===== src/rtl/axis_demux_pkg.sv =====
// Shared types and constants for the AXI-Stream tdest demultiplexer.
// Optional drop counter: AXIS_DEST_DEMUX_DROP_CNT_EN (see axis_dest_demux.sv).
package axis_demux_pkg;

    typedef enum logic [1:0] {
        IDLE = 2'd0,
        PASS = 2'd1,
        DROP = 2'd2
    } state_t;

    localparam int DROP_CNT_WIDTH = 16;
    localparam logic [DROP_CNT_WIDTH-1:0] DROP_CNT_MAX = '1;

endpackage


===== src/rtl/axis_demux_out_reg.sv =====
// Single-output register slice: loads on a routed slave transfer, holds until drained.
module axis_demux_out_reg #(
    parameter int DATA_WIDTH = 8,
    parameter int KEEP_WIDTH = 1,
    parameter int ID_WIDTH   = 8,
    parameter int DEST_WIDTH = 3,
    parameter int USER_WIDTH = 1
) (
    input  logic                  clk,
    input  logic                  rst,
    input  logic                  load,
    input  logic [DATA_WIDTH-1:0] s_tdata,
    input  logic [KEEP_WIDTH-1:0] s_tkeep,
    input  logic                  s_tlast,
    input  logic [ID_WIDTH-1:0]   s_tid,
    input  logic [DEST_WIDTH-1:0] s_tdest,
    input  logic [USER_WIDTH-1:0] s_tuser,
    output logic [DATA_WIDTH-1:0] m_tdata,
    output logic [KEEP_WIDTH-1:0] m_tkeep,
    output logic                  m_tvalid,
    input  logic                  m_tready,
    output logic                  m_tlast,
    output logic [ID_WIDTH-1:0]   m_tid,
    output logic [DEST_WIDTH-1:0] m_tdest,
    output logic [USER_WIDTH-1:0] m_tuser
);

    // A load wins over a drain, so a beat arriving while the old one leaves keeps valid high.
    always_ff @(posedge clk) begin
        if (rst) begin
            m_tvalid <= 1'b0;
            m_tdata  <= '0;
            m_tkeep  <= '0;
            m_tlast  <= 1'b0;
            m_tid    <= '0;
            m_tdest  <= '0;
            m_tuser  <= '0;
        end else if (load) begin
            m_tvalid <= 1'b1;
            m_tdata  <= s_tdata;
            m_tkeep  <= s_tkeep;
            m_tlast  <= s_tlast;
            m_tid    <= s_tid;
            m_tdest  <= s_tdest;
            m_tuser  <= s_tuser;
        end else if (m_tready) begin
            m_tvalid <= 1'b0;
        end
    end

endmodule


===== src/rtl/axis_dest_demux.sv =====
// 1-to-M_COUNT AXI-Stream demux routing whole frames by the header beat's tdest.
// Define AXIS_DEST_DEMUX_DROP_CNT_EN to count discarded (out-of-range tdest) frames.
module axis_dest_demux
    import axis_demux_pkg::*;
#(
    parameter int M_COUNT     = 4,
    parameter int DATA_WIDTH  = 8,
    parameter int KEEP_ENABLE = (DATA_WIDTH > 8),
    parameter int KEEP_WIDTH  = DATA_WIDTH / 8,
    parameter int ID_WIDTH    = 8,
    parameter int DEST_WIDTH  = 3,
    parameter int USER_WIDTH  = 1
) (
    input  logic                             clk,
    input  logic                             rst,
    input  logic [DATA_WIDTH-1:0]            s_axis_tdata,
    input  logic [KEEP_WIDTH-1:0]            s_axis_tkeep,
    input  logic                             s_axis_tvalid,
    output logic                             s_axis_tready,
    input  logic                             s_axis_tlast,
    input  logic [ID_WIDTH-1:0]              s_axis_tid,
    input  logic [DEST_WIDTH-1:0]            s_axis_tdest,
    input  logic [USER_WIDTH-1:0]            s_axis_tuser,
    output logic [M_COUNT*DATA_WIDTH-1:0]    m_axis_tdata,
    output logic [M_COUNT*KEEP_WIDTH-1:0]    m_axis_tkeep,
    output logic [M_COUNT-1:0]               m_axis_tvalid,
    input  logic [M_COUNT-1:0]               m_axis_tready,
    output logic [M_COUNT-1:0]               m_axis_tlast,
    output logic [M_COUNT*ID_WIDTH-1:0]      m_axis_tid,
    output logic [M_COUNT*DEST_WIDTH-1:0]    m_axis_tdest,
    output logic [M_COUNT*USER_WIDTH-1:0]    m_axis_tuser,
    output logic [15:0]                      drop_count
);

    localparam int SEL_W = (M_COUNT > 1) ? $clog2(M_COUNT) : 1;

    state_t             state, state_next;
    logic [SEL_W-1:0]   sel, sel_next, cur_sel;
    logic               dest_ok, cur_drop, xfer;
    logic [M_COUNT-1:0] load;

    // Extra MSB keeps the compare correct when M_COUNT == 2**DEST_WIDTH.
    assign dest_ok = ({1'b0, s_axis_tdest} < (DEST_WIDTH+1)'(M_COUNT));

    always_comb begin
        cur_sel    = sel;
        cur_drop   = 1'b0;
        state_next = state;
        sel_next   = sel;
        load       = '0;

        if (state == IDLE && M_COUNT > 1)
            cur_sel = s_axis_tdest[SEL_W-1:0];
        cur_drop = (state == DROP) || (state == IDLE && !dest_ok);

        if (rst)
            s_axis_tready = 1'b0;
        else if (cur_drop)
            s_axis_tready = 1'b1;
        else
            s_axis_tready = !m_axis_tvalid[cur_sel] || m_axis_tready[cur_sel];

        xfer = s_axis_tvalid && s_axis_tready;

        for (int i = 0; i < M_COUNT; i++)
            load[i] = xfer && !cur_drop && (cur_sel == SEL_W'(i));

        case (state)
            IDLE: begin
                if (xfer) begin
                    if (dest_ok)
                        sel_next = cur_sel;
                    if (!s_axis_tlast)
                        state_next = dest_ok ? PASS : DROP;
                end
            end
            PASS, DROP: begin
                if (xfer && s_axis_tlast)
                    state_next = IDLE;
            end
            default: state_next = IDLE;
        endcase
    end

    always_ff @(posedge clk) begin
        if (rst) begin
            state <= IDLE;
            sel   <= '0;
        end else begin
            state <= state_next;
            sel   <= sel_next;
        end
    end

`ifdef AXIS_DEST_DEMUX_DROP_CNT_EN
    logic [DROP_CNT_WIDTH-1:0] drop_cnt;

    always_ff @(posedge clk) begin
        if (rst)
            drop_cnt <= '0;
        else if (xfer && s_axis_tlast && cur_drop && drop_cnt != DROP_CNT_MAX)
            drop_cnt <= drop_cnt + DROP_CNT_WIDTH'(1);
    end

    assign drop_count = drop_cnt;
`else
    assign drop_count = 16'h0000;
`endif

    for (genvar i = 0; i < M_COUNT; i++) begin : g_out
        logic [KEEP_WIDTH-1:0] keep_q;

        axis_demux_out_reg #(
            .DATA_WIDTH (DATA_WIDTH),
            .KEEP_WIDTH (KEEP_WIDTH),
            .ID_WIDTH   (ID_WIDTH),
            .DEST_WIDTH (DEST_WIDTH),
            .USER_WIDTH (USER_WIDTH)
        ) u_out (
            .clk      (clk),
            .rst      (rst),
            .load     (load[i]),
            .s_tdata  (s_axis_tdata),
            .s_tkeep  (s_axis_tkeep),
            .s_tlast  (s_axis_tlast),
            .s_tid    (s_axis_tid),
            .s_tdest  (s_axis_tdest),
            .s_tuser  (s_axis_tuser),
            .m_tdata  (m_axis_tdata[i*DATA_WIDTH +: DATA_WIDTH]),
            .m_tkeep  (keep_q),
            .m_tvalid (m_axis_tvalid[i]),
            .m_tready (m_axis_tready[i]),
            .m_tlast  (m_axis_tlast[i]),
            .m_tid    (m_axis_tid[i*ID_WIDTH +: ID_WIDTH]),
            .m_tdest  (m_axis_tdest[i*DEST_WIDTH +: DEST_WIDTH]),
            .m_tuser  (m_axis_tuser[i*USER_WIDTH +: USER_WIDTH])
        );

        assign m_axis_tkeep[i*KEEP_WIDTH +: KEEP_WIDTH] = (KEEP_ENABLE != 0) ? keep_q : '1;
    end

endmodule


===== config.mk =====
export PLATFORM = sky130hd
export DESIGN_NAME = axis_dest_demux
export DESIGN_NICKNAME = d
export VERILOG_FILES = /design/src/rtl/axis_demux_pkg.sv /design/src/rtl/axis_demux_out_reg.sv /design/src/rtl/axis_dest_demux.sv
export SDC_FILE = /design/constraint.sdc
export NUM_CORES = 1
export LEC_CHECK = 0
export CAP_MARGIN = 0
export CORE_ASPECT_RATIO = 1.25
export CORE_UTILIZATION = 41
export DETAILED_ROUTE_END_ITERATION = 6
export GPL_TIMING_DRIVEN = 1
export MAX_ROUTING_LAYER = met4
export PLACE_DENSITY_LB_ADDON = 0.25
export SLEW_MARGIN = 20
export SYNTH_ARGS = -nofsm -noshare
export SYNTH_HDL_FRONTEND = slang
export SYNTH_HIERARCHICAL = 1
export SYNTH_SLANG_ARGS = --single-unit

===== constraint.sdc =====
create_clock -name clk -period 2.56 [get_ports clk]
set_clock_uncertainty 0.1 [all_clocks]
set_input_delay 0.256 -clock clk [delete_from_list [all_inputs] [get_ports clk]]
set_output_delay 0.256 -clock clk [all_outputs]
set_load 0.01 [all_outputs]

==> results.py, run 1 <==
metrics = {
    "floorplan": {
        "dieArea_mm2": 0.00984,
        "io_pins": 138,
        "rows": 39,
        "core-area_mm2": 0.00917,
        "start_util_pct": 42.2,
        "die_w_um": 88.9,
        "fp.dieH_um": 111,
    },
    "timing": {
        "setup_slack_ps": -24.7,
        "period_minus_slack_ps": 2580,
        "worst_slew_pin_slew_ps": 817,
        "setup_viol": 1,
        "post-route-period-util_pct": 101,
        "clock.fmax_mhz": 387,
        "fin_tns_setup_ps": -24.7,
        "hold_viol": 0,
        "worst_slew_margin_rel_pct": 45.5,
        "finalMaxSlewViolations": 0,
        "grt_setup_unrepaired": "yes",
    },
    "clock_network": {
        "cts_tree": "yes",
        "cts.sinks": 92,
        "cts_buffers": 9,
        "cts_max_path_buffers": 2,
        "htreeDepth": 3,
        "cts.root.buffer_cell": "clkbuf_16",
        "clkLatencyLatePin_ps": 330,
        "clk_pin_slew_ps": 60,
    },
    "setup_path": {
        "worstPathCellList": "inv_2 -> ha_4 -> nand2_4 -> o21a_1 -> mux4_2 -> buf_4 -> buf_4 -> a31oi_1 -> buf_2",
        "max_stage_delay_ps": 530,
        "end_kind": "output pin",
        "critPathArrivalTime_ps": 2230,
        "cp_top_family": "multiplexers",
        "critPathBufInv": 4,
        "crit_top_cell": "buf_4",
        "crit_type": "reg -> out",
        "cp-start-kind": "flip-flop",
        "crit_required_ps": 2200,
        "cp_slowest_cell": "mux4_2",
        "r2r_setup_slack_ps": 0,
        "worstPathMaxFanout": 5,
    },
    "status": {
        "violations": "setup timing",
        "outcome": "finished, violations left",
    },
    "pwr": {
        "leakage_uw": 0.00200,
        "powerDensity_mw_per_mm2": 703,
        "peakVddDrop_mv": 0.539,
    },
    "synth": {
        "yosysWarnings": 6,
        "netlist_area_mm2": 0.00387,
        "syn_avg_cell_area_um2": 10.4,
        "synth_cells": 374,
    },
    "final_layout": {
        "layout.nets": 541,
        "layout_commonest_cell": "clkdlybuf4s50_1",
        "final_area_mm2": 0.00558,
        "num_antenna_cells": 0,
        "finalCoreUtilization_pct": 60.9,
        "syn_to_final_growth_pct": 44.2,
        "fill_cells": 817,
        "layout_common_cells": "clkdlybuf4s50_1, dfxtp_1, nor2_1, mux2i_1",
        "drive_gt1_share_pct": 13.4,
    },
    "flow_run": {
        "maxCapViolCount": 0,
    },
    "placement": {
        "gp_congestion": 0.851,
        "portBuffers": 116,
        "dpl_worst_slack_ps": -312,
        "post-dp-hpwl_um": 6510,
        "place_area_mm2": 0.00510,
    },
    "grt": {
        "grt_pass1_wl_um": 15000,
        "antenna_found_initial": 0,
        "grt_max_degree": 80,
        "grt-ovfl-total": 0,
        "grt_pass1_vias": 3040,
        "grtUsageTotal_pct": 20.3,
    },
    "min_path": {
        "min_path_type": "in -> reg",
    },
    "route": {
        "first_pass_iters": 4,
        "drt_iter0_drc": 100,
        "drc": 0,
        "routed_wl_um": 9650,
        "wl_per_cell_um": 15.1,
        "vias_per_cell": 4.68,
        "vias": 2984,
        "postRouteAntennaNets": 0,
    },
}
[worst register-to-register path: cells and delay by family, from the launching register on]
kind / cells / cell delay (ps)
AO/OA/AOI/OAI: 2 / 460
adder cells (fa/ha/maj): 1 / 170
buffers and inverters: 2 / 230
flip-flops: 1 / 330
multiplexers: 2 / 740
AND/OR/NAND/NOR: 3 / 400
[cell type report]
class / count / area [um^2] / share of cell area, %
tap: 123 / 154 / 2.76
clock buffer: 11 / 253 / 4.53
timing repair buffer: 148 / 1540 / 27.5
multi-input combinational: 248 / 1720 / 30.7
sequential: 92 / 1840 / 33.0
inverter: 11 / 41.3 / 0.739
clock inverter: 5 / 41.3 / 0.739
[metal layers]
layer,GRT usage [%],vias to the layer above,share of wire (%)
met5,-,-,0
met4,5.40,0,1.0
met3,4.91,8,5.9
met2,34.1,95,50
met1,24.1,1405,43
li1,-,1476,-
[report_power, final]
group	leakage, uW	switching [uW]	internal (uW)
Combinational	0.00112	512	559
Sequential	0.000744	47.0	1520
Clock	0.000139	570	722
Total	0.00200	1130	2800
[flip-flops by register name, indices dropped and copies added (netlist names)]
signal                flops
g_out.u_out/m_tdata      32
g_out.u_out/m_tdest      12
g_out.u_out/m_tid        32
g_out.u_out/m_tlast       4
g_out.u_out/m_tuser       4
g_out.u_out/m_tvalid      4
sel                       2
state                     2
[per-stage QoR]
stage / power (uW) / hold slack (ps) / instances
2_1_floorplan: 2190 / 225 / 392
3_3_place_gp: 2510 / 372 / 615
3_5_place_dp: 2530 / 379 / 615
4_1_cts: 3880 / 224 / 632
5_1_grt: 4120 / 234 / 638
6_report: 3930 / 226 / 638
[final timing paths]
path,start,end,cells past startpoint
setup / recovery,state[0],s_axis_tready,9
hold / removal,rst,g_out[0].u_out/m_tvalid,3
setup reg to reg,state[0],g_out[1].u_out/m_tdata[3],10
hold reg to reg,g_out[0].u_out/m_tlast,g_out[0].u_out/m_tlast,2
[timing repair]
action | 4_1_cts | 5_1_grt
cloned | 1 | 2
resized for setup | 19 | 13
endpoints found under the hold margin | 0 | 0
setup buffers | 0 | 4
pin swaps | 0 | 6
endpoints found under the setup margin | 84 | 75
hold buffers | 0 | 0
(Power assumes the default switching activity.)
==> run 2: changes to the inputs <==
--- a/config.mk
+++ b/config.mk
@@ -12,7 +12,7 @@
 export GPL_TIMING_DRIVEN = 1
 export MAX_ROUTING_LAYER = met4
 export PLACE_DENSITY_LB_ADDON = 0.25
-export SLEW_MARGIN = 20
+export SLEW_MARGIN = 25
 export SYNTH_ARGS = -nofsm -noshare
 export SYNTH_HDL_FRONTEND = slang
 export SYNTH_HIERARCHICAL = 1
==> constraint.sdc (replaced) <==
create_clock -name clk -period 2.56 [get_ports clk]
set_clock_uncertainty 0.1 [all_clocks]
set_input_delay 0.512 -clock clk [delete_from_list [all_inputs] [get_ports clk]]
set_output_delay 0.512 -clock clk [all_outputs]
set_load 0.01 [all_outputs]
==> results.py, run 2 (synthesis gave the netlist of run 1 again) <==
metrics = {
    "timing": {
        "clock.fmax_mhz": 376,
        "period_minus_slack_ps": 2660,
        "worst_slew_pin_slew_ps": 934,
        "setup_viol": 12,
        "finalMaxSlewViolations": 0,
        "post-route-period-util_pct": 104,
        "hold_viol": 0,
        "worst_slew_margin_rel_pct": 37.8,
        "grt_setup_unrepaired": "yes",
        "setup_slack_ps": -100,
    },
    "route": {
        "drt_iter0_drc": 140,
        "drc": 0,
        "vias": 3073,
        "vias_per_cell": 4.79,
        "first_pass_iters": 4,
        "postRouteAntennaNets": 0,
        "wl_per_cell_um": 15.5,
        "routed_wl_um": 9930,
    },
    "final_layout": {
        "finalCoreUtilization_pct": 61.0,
        "drive_gt1_share_pct": 13.3,
        "multi_input_area_mm2": 0.00169,
        "fill_cells": 817,
        "layout.nets": 544,
        "syn_to_final_growth_pct": 44.5,
        "layout_common_cells": "clkdlybuf4s50_1, dfxtp_1, nor2_1, mux2i_1, buf_4",
        "seqCellArea_mm2": 0.00184,
        "num_antenna_cells": 0,
        "reg_top3": "g_out.u_out/m_tdata x32, g_out.u_out/m_tid x32, g_out.u_out/m_tdest x12",
        "layout_commonest_cell": "clkdlybuf4s50_1",
    },
    "grt": {
        "grt-ovfl-total": 0,
        "grt_pass1_vias": 2950,
        "grt_max_degree": 96,
        "antenna_found_initial": 0,
        "grtUsageTotal_pct": 20.8,
        "grt_pass1_wl_um": 15000,
    },
    "clock_network": {
        "cts.sinks": 92,
        "htreeDepth": 3,
        "cts.root.buffer_cell": "clkbuf_16",
        "cts_buffers": 9,
        "cts_tree": "yes",
        "clk_pin_slew_ps": 60,
        "clkLatencyLatePin_ps": 340,
        "cts_max_path_buffers": 2,
    },
    "setup_path": {
        "worstPathCellList": "inv_2 -> ha_4 -> nand2_2 -> o21a_1 -> mux4_2 -> a31oi_1 -> buf_2",
        "r2r_cells": 10,
        "cp-start-kind": "flip-flop",
        "end_kind": "output pin",
        "max_stage_delay_ps": 560,
        "crit_type": "reg -> out",
        "cp_slowest_cell": "mux4_2",
        "worstPathMaxFanout": 5,
        "crit_required_ps": 1950,
        "r2r_setup_slack_ps": -30,
        "critPathArrivalTime_ps": 2050,
    },
    "floorplan": {
        "core-area_mm2": 0.00917,
        "dieArea_mm2": 0.00984,
        "fp.dieH_um": 111,
        "io_pins": 138,
        "rows": 39,
        "start_util_pct": 42.2,
        "die_w_um": 88.9,
    },
    "status": {
        "outcome": "finished, violations left",
        "violations": "setup timing",
    },
    "min_path": {
        "min_path_type": "reg -> reg",
        "hold_depth": 2,
    },
    "pwr": {
        "peakVddDrop_mv": 0.532,
        "powerDensity_mw_per_mm2": 733,
        "fin_total_pwr_uw": 4100,
        "leakage_uw": 0.00203,
    },
    "placement": {
        "portBuffers": 116,
        "post-dp-hpwl_um": 6580,
        "dpl_worst_slack_ps": -608,
        "gp_congestion": 0.814,
    },
    "flow_run": {
        "maxCapViolCount": 0,
    },
}
==> run 2: changes by cell type in the layout (fill, tap and decap cells not counted), sizes merged <==
cell,previous run,this run
buf,32,34
bufinv,0,2
clkdlybuf4s50,114,112
dlygate4sd2,0,2
inv,14,12
clkbuf,13,14
clkinv,0,1
clkinvlp,2,1
==> run 2: layout make-up <==
cell class / count / area share [%]
inverter: 11 / 0.737
tap: 123 / 2.75
clock inverter: 5 / 1.45
sequential: 92 / 32.9
multi-input combinational: 248 / 30.2
timing repair buffer: 151 / 27.4
clock buffer: 11 / 4.51
==> run 2: worst paths after layout <==
path | start | to
worst max-delay path | state[0] | s_axis_tready
worst min-delay path | g_out[2].u_out/m_tdata[5] | g_out[2].u_out/m_tdata[5]
worst max register to register | state[0] | g_out[1].u_out/m_tid[2]
worst min register to register | g_out[2].u_out/m_tdata[5] | g_out[2].u_out/m_tdata[5]
==> run 2: layer usage <==
layer | track usage (%) | up-vias | wire length, um
met5 | - | - | 0
met4 | 7.83 | 0 | 243
met3 | 7.82 | 23 | 618
met2 | 32.0 | 106 | 4810
met1 | 24.4 | 1460 | 4260
li1 | - | 1484 | -
==> run 2: stage by stage <==
stage	area [um^2]	TNS, ps	cells	hold slack [ps]
floorplan	3940	0	392	374
global placement	5100	-43170	617	372
detailed placement	5100	-43190	617	377
CTS	5480	-2210	637	394
global route	5600	-8700	641	424
finish	5600	-232	641	389
==> run 2: power breakdown <==
group          switching [uW]  internal (uW)  leakage, uW  total (uW)
Sequential               48.9           1520     0.000744        1570
Combinational             512            562      0.00113        1070
Clock                     553            910     0.000162        1460
Total                    1110           2990      0.00203        4100
==> run 2: worst max-delay path, delay by kind of cell, from the launching register on <==
| family | cells | cell delay (ps) |
|---|---|---|
| buffers and inverters | 2 | 220 |
| DFF | 1 | 340 |
| muxes | 1 | 560 |
| AOI/OAI and AO/OA | 2 | 350 |
| adders and majority gates | 1 | 170 |
| and+or+nand+nor | 1 | 70 |
==> run 2: what timing repair did <==
item / 4_1_cts / 5_1_grt
setup buffers: 4 / 0
gates cloned: 0 / 4
endpoints found under the setup margin: 89 / 86
gates resized for setup: 17 / 8
pin swaps: 2 / 2
hold buffers: 0 / 0
==> run 3: changes to the inputs <==
--- a/config.mk
+++ b/config.mk
@@ -12,7 +12,6 @@
 export GPL_TIMING_DRIVEN = 1
 export MAX_ROUTING_LAYER = met4
 export PLACE_DENSITY_LB_ADDON = 0.25
-export SLEW_MARGIN = 25
 export SYNTH_ARGS = -nofsm -noshare
 export SYNTH_HDL_FRONTEND = slang
 export SYNTH_HIERARCHICAL = 1
==> results of run 3 <==
The final DEF is identical to that of run 2; final timing and power are the same.
